`config.mk`:
```
export PLATFORM = sky130hd
export DESIGN_NAME = i2c_arbiter
export DESIGN_NICKNAME = d
export VERILOG_FILES = /design/src/rtl/i2c_arbiter.sv
export SDC_FILE = /design/constraint.sdc
export NUM_CORES = 1
export LEC_CHECK = 0
export ABC_CLOCK_PERIOD_IN_PS = 1550
export CAP_MARGIN = 20
export CORE_MARGIN = 1
export CORE_UTILIZATION = 38
export CTS_CLUSTER_SIZE = 24
export DETAILED_ROUTE_END_ITERATION = 10
export PLACE_DENSITY = 0.85
export SLEW_MARGIN = 20
export SYNTH_ARGS = -nofsm -noshare
export SYNTH_HDL_FRONTEND = slang
export SYNTH_SLANG_ARGS = --single-unit
```
`constraint.sdc`:
```
create_clock -name clk -period 1.55 [get_ports clk]
set_input_delay 0.465 -clock clk [delete_from_list [all_inputs] [get_ports clk]]
set_output_delay 0.465 -clock clk [all_outputs]
set_load 0.01 [all_outputs]
```
`src/rtl/i2c_arbiter.sv`:
```
// Round-robin arbiter that shares one I2C master among NREQ clients: grants one
// requester, latches its command, strobes the master and watches it to completion.
module i2c_arbiter #(
  parameter int NREQ    = 4,
  parameter int ADDR_W  = 7,
  parameter int TIMEOUT = 1024
) (
  input  logic                     clk,
  input  logic                     rst,
  input  logic [NREQ-1:0]          req,
  input  logic [NREQ-1:0]          req_rw,
  input  logic [NREQ*ADDR_W-1:0]   req_addr,
  input  logic [NREQ*8-1:0]        req_wdata,
  output logic [NREQ-1:0]          gnt,
  output logic [NREQ-1:0]          done,
  output logic [NREQ-1:0]          err,
  output logic [7:0]               rdata,
  output logic                     m_start,
  output logic                     m_abort,
  output logic                     m_rw,
  output logic [ADDR_W-1:0]        m_addr,
  output logic [7:0]               m_wdata,
  input  logic [2:0]               m_state,
  input  logic [7:0]               m_rdata
);
  localparam int IDX_W  = (NREQ > 1) ? $clog2(NREQ) : 1;
  localparam int WCNT_W = $clog2(TIMEOUT);
  localparam logic [WCNT_W-1:0] WCNT_MAX = WCNT_W'(TIMEOUT - 1);
  localparam logic [IDX_W-1:0]  LAST_RST = IDX_W'(NREQ - 1);
  localparam logic [2:0] MS_IDLE = 3'd0;
  localparam logic [2:0] MS_WAIT = 3'd2;
  localparam logic [2:0] MS_DONE = 3'd5;

  typedef enum logic [1:0] {ARB_IDLE, ARB_ISSUE, ARB_BUSY, ARB_RELEASE} state_t;

  state_t              state_q, state_d;
  logic [IDX_W-1:0]    last_q, last_d, win_q, win_d;
  logic [IDX_W-1:0]    pick, cand;
  logic                pick_vld;
  logic [WCNT_W-1:0]   wcnt_q, wcnt_d;
  logic [NREQ-1:0]     gnt_q, gnt_d, done_q, done_d, err_q, err_d;
  logic [7:0]          rdata_q, rdata_d, wdata_q, wdata_d;
  logic                start_q, start_d, abort_q, abort_d, rw_q, rw_d;
  logic [ADDR_W-1:0]   addr_q, addr_d;

  // Search upward from the requester after the last winner, wrapping around.
  always_comb begin
    pick     = last_q;
    pick_vld = 1'b0;
    cand     = '0;
    for (int i = 1; i <= NREQ; i++) begin
      cand = IDX_W'((int'(last_q) + i) % NREQ);
      if (!pick_vld && req[cand]) begin
        pick     = cand;
        pick_vld = 1'b1;
      end
    end
  end

  always_comb begin
    state_d = state_q;
    last_d  = last_q;
    win_d   = win_q;
    gnt_d   = gnt_q;
    done_d  = '0;
    err_d   = '0;
    start_d = 1'b0;
    abort_d = 1'b0;
    rdata_d = rdata_q;
    rw_d    = rw_q;
    addr_d  = addr_q;
    wdata_d = wdata_q;
    wcnt_d  = '0;
    case (state_q)
      ARB_IDLE: begin
        if (pick_vld) begin
          win_d   = pick;
          gnt_d   = NREQ'(1) << pick;
          rw_d    = req_rw[pick];
          addr_d  = req_addr[int'(pick)*ADDR_W +: ADDR_W];
          wdata_d = req_wdata[int'(pick)*8 +: 8];
          state_d = ARB_ISSUE;
        end
      end
      ARB_ISSUE: begin
        start_d = 1'b1;
        state_d = ARB_BUSY;
      end
      ARB_BUSY: begin
        if (m_state == MS_WAIT) begin
          wcnt_d = (wcnt_q == WCNT_MAX) ? wcnt_q : wcnt_q + 1'b1;
        end
        // DONE is tested first so it wins over a coincident timeout.
        if (m_state == MS_DONE) begin
          if (rw_q) begin
            rdata_d = m_rdata;
          end
          done_d  = NREQ'(1) << win_q;
          state_d = ARB_RELEASE;
        end else if (m_state == MS_WAIT && wcnt_q == WCNT_MAX) begin
          abort_d = 1'b1;
          err_d   = NREQ'(1) << win_q;
          state_d = ARB_RELEASE;
        end
      end
      ARB_RELEASE: begin
        if (m_state == MS_IDLE) begin
          gnt_d   = '0;
          last_d  = win_q;
          state_d = ARB_IDLE;
        end
      end
      default: state_d = ARB_IDLE;
    endcase
  end

  always_ff @(posedge clk or negedge rst) begin
    if (!rst) begin
      state_q <= ARB_IDLE;
      last_q  <= LAST_RST;
      win_q   <= '0;
      wcnt_q  <= '0;
      gnt_q   <= '0;
      done_q  <= '0;
      err_q   <= '0;
      rdata_q <= '0;
      start_q <= 1'b0;
      abort_q <= 1'b0;
      rw_q    <= 1'b0;
      addr_q  <= '0;
      wdata_q <= '0;
    end else begin
      state_q <= state_d;
      last_q  <= last_d;
      win_q   <= win_d;
      wcnt_q  <= wcnt_d;
      gnt_q   <= gnt_d;
      done_q  <= done_d;
      err_q   <= err_d;
      rdata_q <= rdata_d;
      start_q <= start_d;
      abort_q <= abort_d;
      rw_q    <= rw_d;
      addr_q  <= addr_d;
      wdata_q <= wdata_d;
    end
  end

  assign gnt     = gnt_q;
  assign done    = done_q;
  assign err     = err_q;
  assign rdata   = rdata_q;
  assign m_start = start_q;
  assign m_abort = abort_q;
  assign m_rw    = rw_q;
  assign m_addr  = addr_q;
  assign m_wdata = wdata_q;
endmodule

```
* Yosys cells after proc, flatten, opt, wreduce, memory -nomap -nowiden *
Cells that the tools add are included.

cells by class
  $add $sub $neg = 5
  equal/unequal tests = 10
  muxes and demuxes = 38
  reduce and logical (&&, ||, !) cells = 15
  shift-type cells = 4
  $lt $le $gt $ge = 5
  multipliers = 1

operator list
  kind                                                  count
  indexed part select 32 x 6 -> 8 bit                   1
  two-way mux 10 bit                                    3
  two-way mux 4 bit                                     7
  indexed part select 28 x 6 -> 7 bit                   1
  two-way mux 2 bit                                     8
  < comparator 2 x 3 -> 1 bit (second input constant)   5
  two-way mux 1 bit                                     13
  adder 10 x 1 -> 10 bit (second input constant)        1
  binary-select mux 1 bit (select 2 bit)                5
  equality test 10 bit (second input constant)          1
  AND reduction 3 bit                                   3
  case mux 2 bit (4 select lines)                       1
  case mux 4 bit (2 select lines)                       1
  left shift 1 x 2 -> 4 bit (first input constant)      2
  inequality test 3 bit (second input constant)         2
  multiplier 2 x 3 -> 5 bit (second input constant)     1
  adder 2 x 1 -> 2 bit (second input constant)          2
  adder 2 bit (second input constant)                   2
  equality test 2 bit (second input constant)           2
  logical AND 1 bit                                     4
  inequality test 2 bit (second input constant)         2
  AND reduction 2 bit                                   2
  equality test 3 x 2 -> 1 bit (second input constant)  1
  equality test 3 bit (second input constant)           1
  other kinds (5)                                       7

storage, ports and cells
  output and inout port bits = 38
  logic and storage cells = 91
  flip-flop bits (word level) = 54
  input bits = 81

* Longest topological paths before layout *
Gate-level depths: netlist of the first run.

  word-level depth = 16
  depth in mapped cells = 7
  gate-level depth less buffers = 6

* Worst setup path after synthesis of the first run *
OpenSTA, ideal clock, no wires.

  path type = register -> register
  start = reg wcnt_q[0]
  end = reg state_q[1]
  library setup time = 125 ps
  slack = -127 ps
  cell stages (with the launch flop) = 8
  data arrival time = 1552 ps
  cell sequence = dfrtp_1 -> ha_1 -> and3_1 -> buf_4 -> nand4_4 -> o221ai_2 -> nand2_1 -> mux2_4

on the way
  longest elaborated chain between the ends = 4

ends and longest elaborated chain
  what                                    RTL line  RTL
  start: declaration                      40        logic [WCNT_W-1:0] wcnt_q, wcnt_d;
  start signal: assignment                136       wcnt_q <= wcnt_d;
  equality test 10 bit                    100       end else if (m_state == MS_WAIT && wcnt_q == WCNT_MAX) begin
  logical AND 1 bit                       100
  inequality test 3 bit (no source line)  -
  AND reduction 3 bit (no source line)    -
  end signal: assignment                  133       state_q <= state_d;
  end: declaration                        36        state_t state_q, state_d;

No other way between the ends.
A chain may end at the register's enable or synchronous reset.

* Worst setup path after layout of the first run *
  start = reg last_q[1]
  end = reg wdata_q[3] (netlist: m_wdata[3])

on the way
  longest elaborated chain between the ends = 14
  elaborated cells between the ends (all ways) = 28

ends and longest elaborated chain
  what                                                                               RTL line  RTL
  start: declaration                                                                 37        logic [IDX_W-1:0] last_q, last_d, win_q, win_d;
  start signal: assignment                                                           134       last_q <= last_d;
  adder 2 x 1 -> 2 bit                                                               52        cand = IDX_W'((int'(last_q) + i) % NREQ);
  binary-select mux 1 bit (select 2 bit)                                             53        if (!pick_vld && req[cand]) begin
  two-way mux 1 bit (implied by the code)                                            53
  two-way mux 1 bit                                                                  53
  zero test 1 bit                                                                    53
  logical AND 1 bit                                                                  53
  two-way mux 1 bit                                                                  53
  zero test 1 bit                                                                    53
  logical AND 1 bit                                                                  53
  two-way mux 1 bit                                                                  53
  zero test 1 bit                                                                    53
  logical AND 1 bit                                                                  53
  two-way mux 2 bit / two-way mux 1 bit (equally long branches)                      53
  indexed part select 32 x 6 -> 8 bit / AND reduction 2 bit (equally long branches)  -
  end signal: assignment                                                             145       wdata_q <= wdata_d;
  end: declaration                                                                   42        logic [7:0] rdata_q, rdata_d, wdata_q, wdata_d;

Parallel ways exist; a longest one is shown, timed or not. The select of a mux whose other input is x is not followed.

==> results of run 1 <==
-- worst max path at each step --
stage	endpoint
after floorplan	state_q[1]$_DFFE_PN0P_
after global placement	m_addr[5]$_DFFE_PN0P_
after detailed placement	m_addr[1]$_DFFE_PN0P_
after CTS	m_addr[1]$_DFFE_PN0P_
after global routing	m_wdata[3]$_DFFE_PN0P_
final	m_wdata[3]$_DFFE_PN0P_
-- timing repair --
item,4_1_cts,5_1_grt
pin swaps,7,9
hold endpoints to repair,0,0
gates resized for setup,62,23
buffers inserted,7,3
cloned,2,1
setup endpoints to repair,72,39
-- metal layers --
| metal | vias to the layer above | routed length [µm] |
|---|---|---|
| li1 | 1177 | - |
| met1 | 1175 | 2990 |
| met2 | 92 | 4010 |
| met3 | 12 | 505 |
| met4 | 0 | 150 |
| met5 | - | 0 |
-- power breakdown --
group          total [µW]  internal [µW]  leakage [µW]  switching [µW]
Sequential           2180           1880      0.000704             301
Combinational        3550           1920       0.00147            1640
Clock                 844            339     0.0000506             505
Total                6580           4130       0.00223            2440
-- critical path, cell delays in order, from the launching register on --
cell and delay (ns):
dfstp_2 0.60, buf_4 0.12, and3b_1 0.20, o31ai_4 0.10, or2_4 0.30, buf_12 0.15
o221ai_1 0.17
-- final cells by class --
type | instances | area, µm² | area share (%)
timing repair buffer | 158 | 1520 | 33.6
multi-input combinational | 168 | 1400 | 30.9
sequential | 54 | 1350 | 29.9
tap | 96 | 120 | 2.65
clock buffer | 5 | 68.8 | 1.52
inverter | 9 | 33.8 | 0.746
clock inverter | 3 | 28.8 | 0.636
-- sequential cells by signal (all words and copies together), names as in the netlist --
name and flops:
m_rw 1, err 4, state_q 2, m_addr 7, done 4, last_q 2
m_wdata 8, rdata 8, wcnt_q 10, gnt 4, win_q 2, m_abort 1
m_start 1
-- synth_stat cells --
cell type  count
nand4_4        1
buf_12         2
and3b_1        1
or3_1          3
nand4b_1       1
o31ai_2        1
a22oi_1        3
nor3b_1        1
buf_8          1
nand4_1        3
inv_1          9
dfstp_2        2
nor3_1         3
mux2i_1       35
mux2_4         1
nand3_1        5
clkbuf_1       1
mux2_2         9
o21ai_0        4
o21ai_1        1
xnor2_1        2
xor2_1         4
dfrtp_1       52
o221ai_2       2
nand2_1       28
ha_1           6
and3_1         5
a21oi_1        1
a22o_1         2
buf_6          2
nor2_1        16
o21bai_1       1
and2_1         1
nand2b_1       5
or2_1          2
buf_4          6
nor4_1         1
a31oi_1        2
nor2b_1        2
o221ai_1      16
buf_2          1
-- through the flow --
step           TNS, ns  cells
5_1_grt          -4.59    493
4_1_cts          -3.10    492
3_5_place_dp    -20.73    475
6_report         -2.94    493
2_1_floorplan   -0.130    244
3_3_place_gp    -19.41    475
-- cells by family (layout without fill, tap and decap cells) --
| group | count (synthesis) | after routing | synth area share (%) |
|---|---|---|---|
| adders and majority gates | 6 | 6 | 2.71 |
| DFF | 54 | 54 | 48.8 |
| AOI/OAI and AO/OA | 33 | 33 | 9.83 |
| and+or+nand+nor | 78 | 78 | 14.0 |
| xor gates and xnor gates | 6 | 6 | 1.89 |
| muxes | 45 | 45 | 16.8 |
| buffers and inverters | 22 | 175 | 5.95 |
==> flow_metrics.tcl, run 1 <==
set metrics [dict create \
    status "complete, but fails checks" \
    violations "setup timing" \
    tritoncts "yes" \
    clk_latency_ns 0.31 \
    p_per_area_mw_per_mm2 1450 \
    grt_max_degree 55 \
    synth_area_leaders "dfrtp_1 (47%), mux2i_1 (13%), o221ai_1 (5.0%)" \
    fin_hold_ws_ns 0.129 \
    core_area_mm2 0.00691 \
    num_rows 30 \
    wirelength_um 7660 \
    die_w_um 87.5 \
    layout_commonest_cell "clkdlybuf4s50_1" \
    worst_slack_ns -0.182 \
    top_usage_layer "met2" \
    total_leakage_power_uw 0.00223 \
    slew_headroom_pct 80.1 \
    r2r_slack_ns -0.18 \
    synth_cells 244 \
    areaGrowthSynthToFinish_pct 63.1 \
    crit_start "last_q[1]$_DFFE_PN1P_" \
    fin_skew_ns 0.00834 \
    met1_usage_pct 22.5 \
    hold_path.class "input port to asynchronous set/reset pin" \
    wl_per_cell_um 15.5 \
    start_kind "flop" \
    drive_gt1_share_pct 23.9 \
    final_net_count 483 \
    placed_cell_area_mm2 0.00424 \
    fill_cells 568 \
    setup_viol 22 \
    p_total_uw 6580 \
    vias_per_cell 4.98 \
    cts.htree.levels 2 \
    drtIter0Drc 69 \
    cp_data_arrival_time_ns 1.95 \
    regToRegStartpoint "last_q[1]$_DFFE_PN1P_" \
    place_hpwl_um 5480 \
    path_clk_slew_ns 0.11 \
    end_kind "flop" \
    ios 119 \
    final_area_mm2 0.00453 \
    crit_required_ns 1.77 \
    period_minus_slack_ns 1.73 \
    pre_cts_ws_ns -0.627 \
    cts_root_buf "clkbuf_8" \
    synth_area_mm2 0.00278 \
    crit_type "flop to flop" \
    worstPathMaxFanout 8 \
    synth_top_area_share_pct 46.9 \
    grt.total_usage_pct 19.5 \
    ys_seq_elements 54 \
    fmaxAchievable_mhz 577 \
    cts_buffers 5 \
    globalRouteMet2Util_pct 35.8 \
    die-area_mm2 0.00765 \
    ys_types 41 \
    grt_pass1_wl_um 11500 \
    hold_buffers 0 \
    grt_pass1_vias 2438 \
    peakVddDrop_uv 716 \
    yosys_warnings 0 \
    ys_seq_area_share_pct 48.8 \
    ff2ff_path_depth 6 \
    clock_path_buffers 2 \
    synth_top_cell_by_area "dfrtp_1" \
    antenna_left 0 \
    rsz0062_at_grt "yes" \
    initial_utilization_pct 40.2 \
    met3_usage_pct 3.89 \
    antenna_found_initial 0 \
    drv_slew 0 \
    antennaDiodeCount 0 \
    tightest_slew_ns 0.299 \
    drv_cap 0 \
    vias 2456 \
    synth.avg_cell_area_um2 11.4 \
    regToRegEndpoint "m_wdata[3]$_DFFE_PN0P_" \
    fp.dieH_um 87.5 \
    drc 0 \
    hold_viol 0 \
    clkSinkCount 54 \
    synth_nets 331 \
    dr.pass1.iters 4 \
    finalCritPeriodShare_pct 112 \
    utilization_pct 65.5 \
    place_congestion 0.766 \
    grt_overflow 0 \
    io_buffers 118 \
    final_cell_mix "clkdlybuf4s50_1 (72), dfrtp_1 (52), dlygate4sd2_1 (45)" \
]
Note: power is estimated with default switching activity, not from simulation.
==> inputs of run 2 (changes only) <==
--- a/config.mk
+++ b/config.mk
@@ -12,6 +12,7 @@
 export CTS_CLUSTER_SIZE = 24
 export DETAILED_ROUTE_END_ITERATION = 10
 export PLACE_DENSITY = 0.85
+export REMOVE_ABC_BUFFERS = 1
 export SLEW_MARGIN = 20
 export SYNTH_ARGS = -nofsm -noshare
 export SYNTH_HDL_FRONTEND = slang
==> flow_metrics.tcl, run 2 (same netlist as run 1, synthesis figures left out) <==
set metrics [dict create \
    place_congestion 0.808 \
    antenna_found_initial 0 \
    dr.pass1.iters 4 \
    regMostFlops "wcnt_q" \
    cp_data_arrival_time_ns 2.08 \
    intPower_uw 4530 \
    final_net_count 488 \
    worstPathMaxFanout 5 \
    tritoncts "yes" \
    finalNonFillerCells 498 \
    finalCritPeriodShare_pct 122 \
    fill_cells 523 \
    clkSinkCount 54 \
    die_w_um 87.5 \
    grt.total_usage_pct 22.0 \
    status "complete, but fails checks" \
    slew_headroom_pct 76.1 \
    largest_reg_flops 10 \
    hold_path.class "input port to asynchronous set/reset pin" \
    fin_hold_ws_ns 0.495 \
    setup_viol 23 \
    fp.dieH_um 87.5 \
    seqPwrFrac_pct 30.9 \
    rsz0062_at_grt "yes" \
    drc 0 \
    tns_ns -5.14 \
    ios 119 \
    path_clk_slew_ns 0.11 \
    cts.htree.levels 2 \
    grt_overflow 0 \
    end_kind "flop" \
    drive_gt1_share_pct 24.6 \
    crit_required_ns 1.74 \
    grt_max_degree 29 \
    highest_layer "met4" \
    cts_buffers 5 \
    worst_slack_ns -0.340 \
    wl_per_cell_um 17.3 \
    antennaDiodeCount 0 \
    pre_cts_ws_ns -0.701 \
    p_per_area_mw_per_mm2 1520 \
    place_inst 478 \
    crit_type "flop to flop" \
    fin_skew_ns 0.0159 \
    antenna_left 0 \
    pwr-share-comb_pct 56.9 \
    swShare_pct 36.0 \
    drtIter0Drc 98 \
    vias_per_cell 5.17 \
    clk_latency_ns 0.31 \
    grt_pass1_wl_um 12800 \
    final_cell_mix "clkdlybuf4s50_1 (72), dfrtp_1 (52), dlygate4sd2_1 (44)" \
    tightest_slew_ns 0.359 \
    wl_met3_um 593 \
    fmaxAchievable_mhz 529 \
    start_kind "flop" \
    cts_root_buf "clkbuf_8" \
    hold_viol 0 \
    die-area_mm2 0.00765 \
    place_hpwl_um 5760 \
    areaGrowthSynthToFinish_pct 68.2 \
    layout_commonest_cell "clkdlybuf4s50_1" \
    total_leakage_power_uw 0.00229 \
    clock_path_buffers 2 \
    p_sw_uw 2550 \
    core_area_mm2 0.00691 \
    violations "setup timing" \
    wirelength_um 8630 \
    io_buffers 118 \
    drv_slew 0 \
    period_minus_slack_ns 1.89 \
    peakVddDrop_uv 693 \
    wl_met1_um 3330 \
    initial_utilization_pct 40.2 \
    clock_power_share_pct 12.2 \
    wl_met2_um 4500 \
    num_rows 30 \
    vias 2574 \
    drv_cap 0 \
    p_total_uw 7080 \
    grt_pass1_vias 2681 \
]
-- run 2: changes by cell type in the layout (fill, tap and decap cells not counted), sizes merged --
cell / change
dlygate4sd2: -1
inv: -1
clkinvlp: +1
dlygate4sd3: +1
clkbuf: +1
buf: +4
clkinv: -1
clkdlybuf4s15: +1
-- run 2: timing repair --
action	in CTS	in global routing
pin swaps	23	11
hold endpoints to repair	5	0
setup buffers	6	0
resized for setup	76	17
endpoints found under the setup margin	74	37
hold buffers	1	0
gates cloned	5	1
-- run 2: worst paths after layout --
path	depth (start not counted)	start	endpoint	slack, ns
setup / recovery	7	last_q[1]$_DFFE_PN1P_	m_addr[5]$_DFFE_PN0P_	-0.34
hold / removal	2	rst	m_start$_DFF_PN0_	0.50
setup reg to reg	7	last_q[1]$_DFFE_PN1P_	m_addr[5]$_DFFE_PN0P_	-0.34
hold reg to reg	2	m_wdata[6]$_DFFE_PN0P_	m_wdata[6]$_DFFE_PN0P_	0.50
max in group asynchronous	3	rst	err[2]$_DFF_PN0_	0.47
min in group clk	2	m_wdata[6]$_DFFE_PN0P_	m_wdata[6]$_DFFE_PN0P_	0.50
-- run 2: area by class of cell --
class / count / area (µm²) / share of cell area (%)
Timing Repair Buffer: 163 / 1670 / 35.8
Multi-Input combinational cell: 168 / 1390 / 29.7
Sequential cell: 54 / 1350 / 29.0
Tap cell: 96 / 120 / 2.57
Clock buffer: 6 / 82.6 / 1.77
Inverter: 9 / 36.3 / 0.777
Clock inverter: 2 / 16.3 / 0.348
-- run 2: through the flow --
step                      util, %  cell area, µm²
final                        67.6            4670
after global routing         67.6            4670
after CTS                    66.4            4590
after detailed placement     61.5            4250
after global placement       61.5            4250
after floorplan                 -            2640
-- run 2: layer usage --
metal	up-vias	global-route usage [%]
li1	1195	-
met1	1252	25.5
met2	109	40.2
met3	18	5.31
met4	0	6.11
met5	-	0
-- run 2: worst max-delay path: stages, from the launching register on --
cell,delay (ns)
dfstp_2,0.60
mux2i_2,0.29
o221ai_4,0.17
buf_12,0.16
buf_12,0.13
buf_16,0.13
mux2i_1,0.15
o221ai_1,0.14
-- run 2: power by group through the flow --
| stage | logic [µW] | registers (µW) | clock network, µW |
|---|---|---|---|
| floorplan | 1450 | 2330 | 0 |
| global placement | 3190 | 2170 | 0 |
| detailed placement | 3290 | 2200 | 0 |
| CTS | 3820 | 2170 | 883 |
| global route | 4310 | 2240 | 934 |
| finish | 4030 | 2190 | 861 |
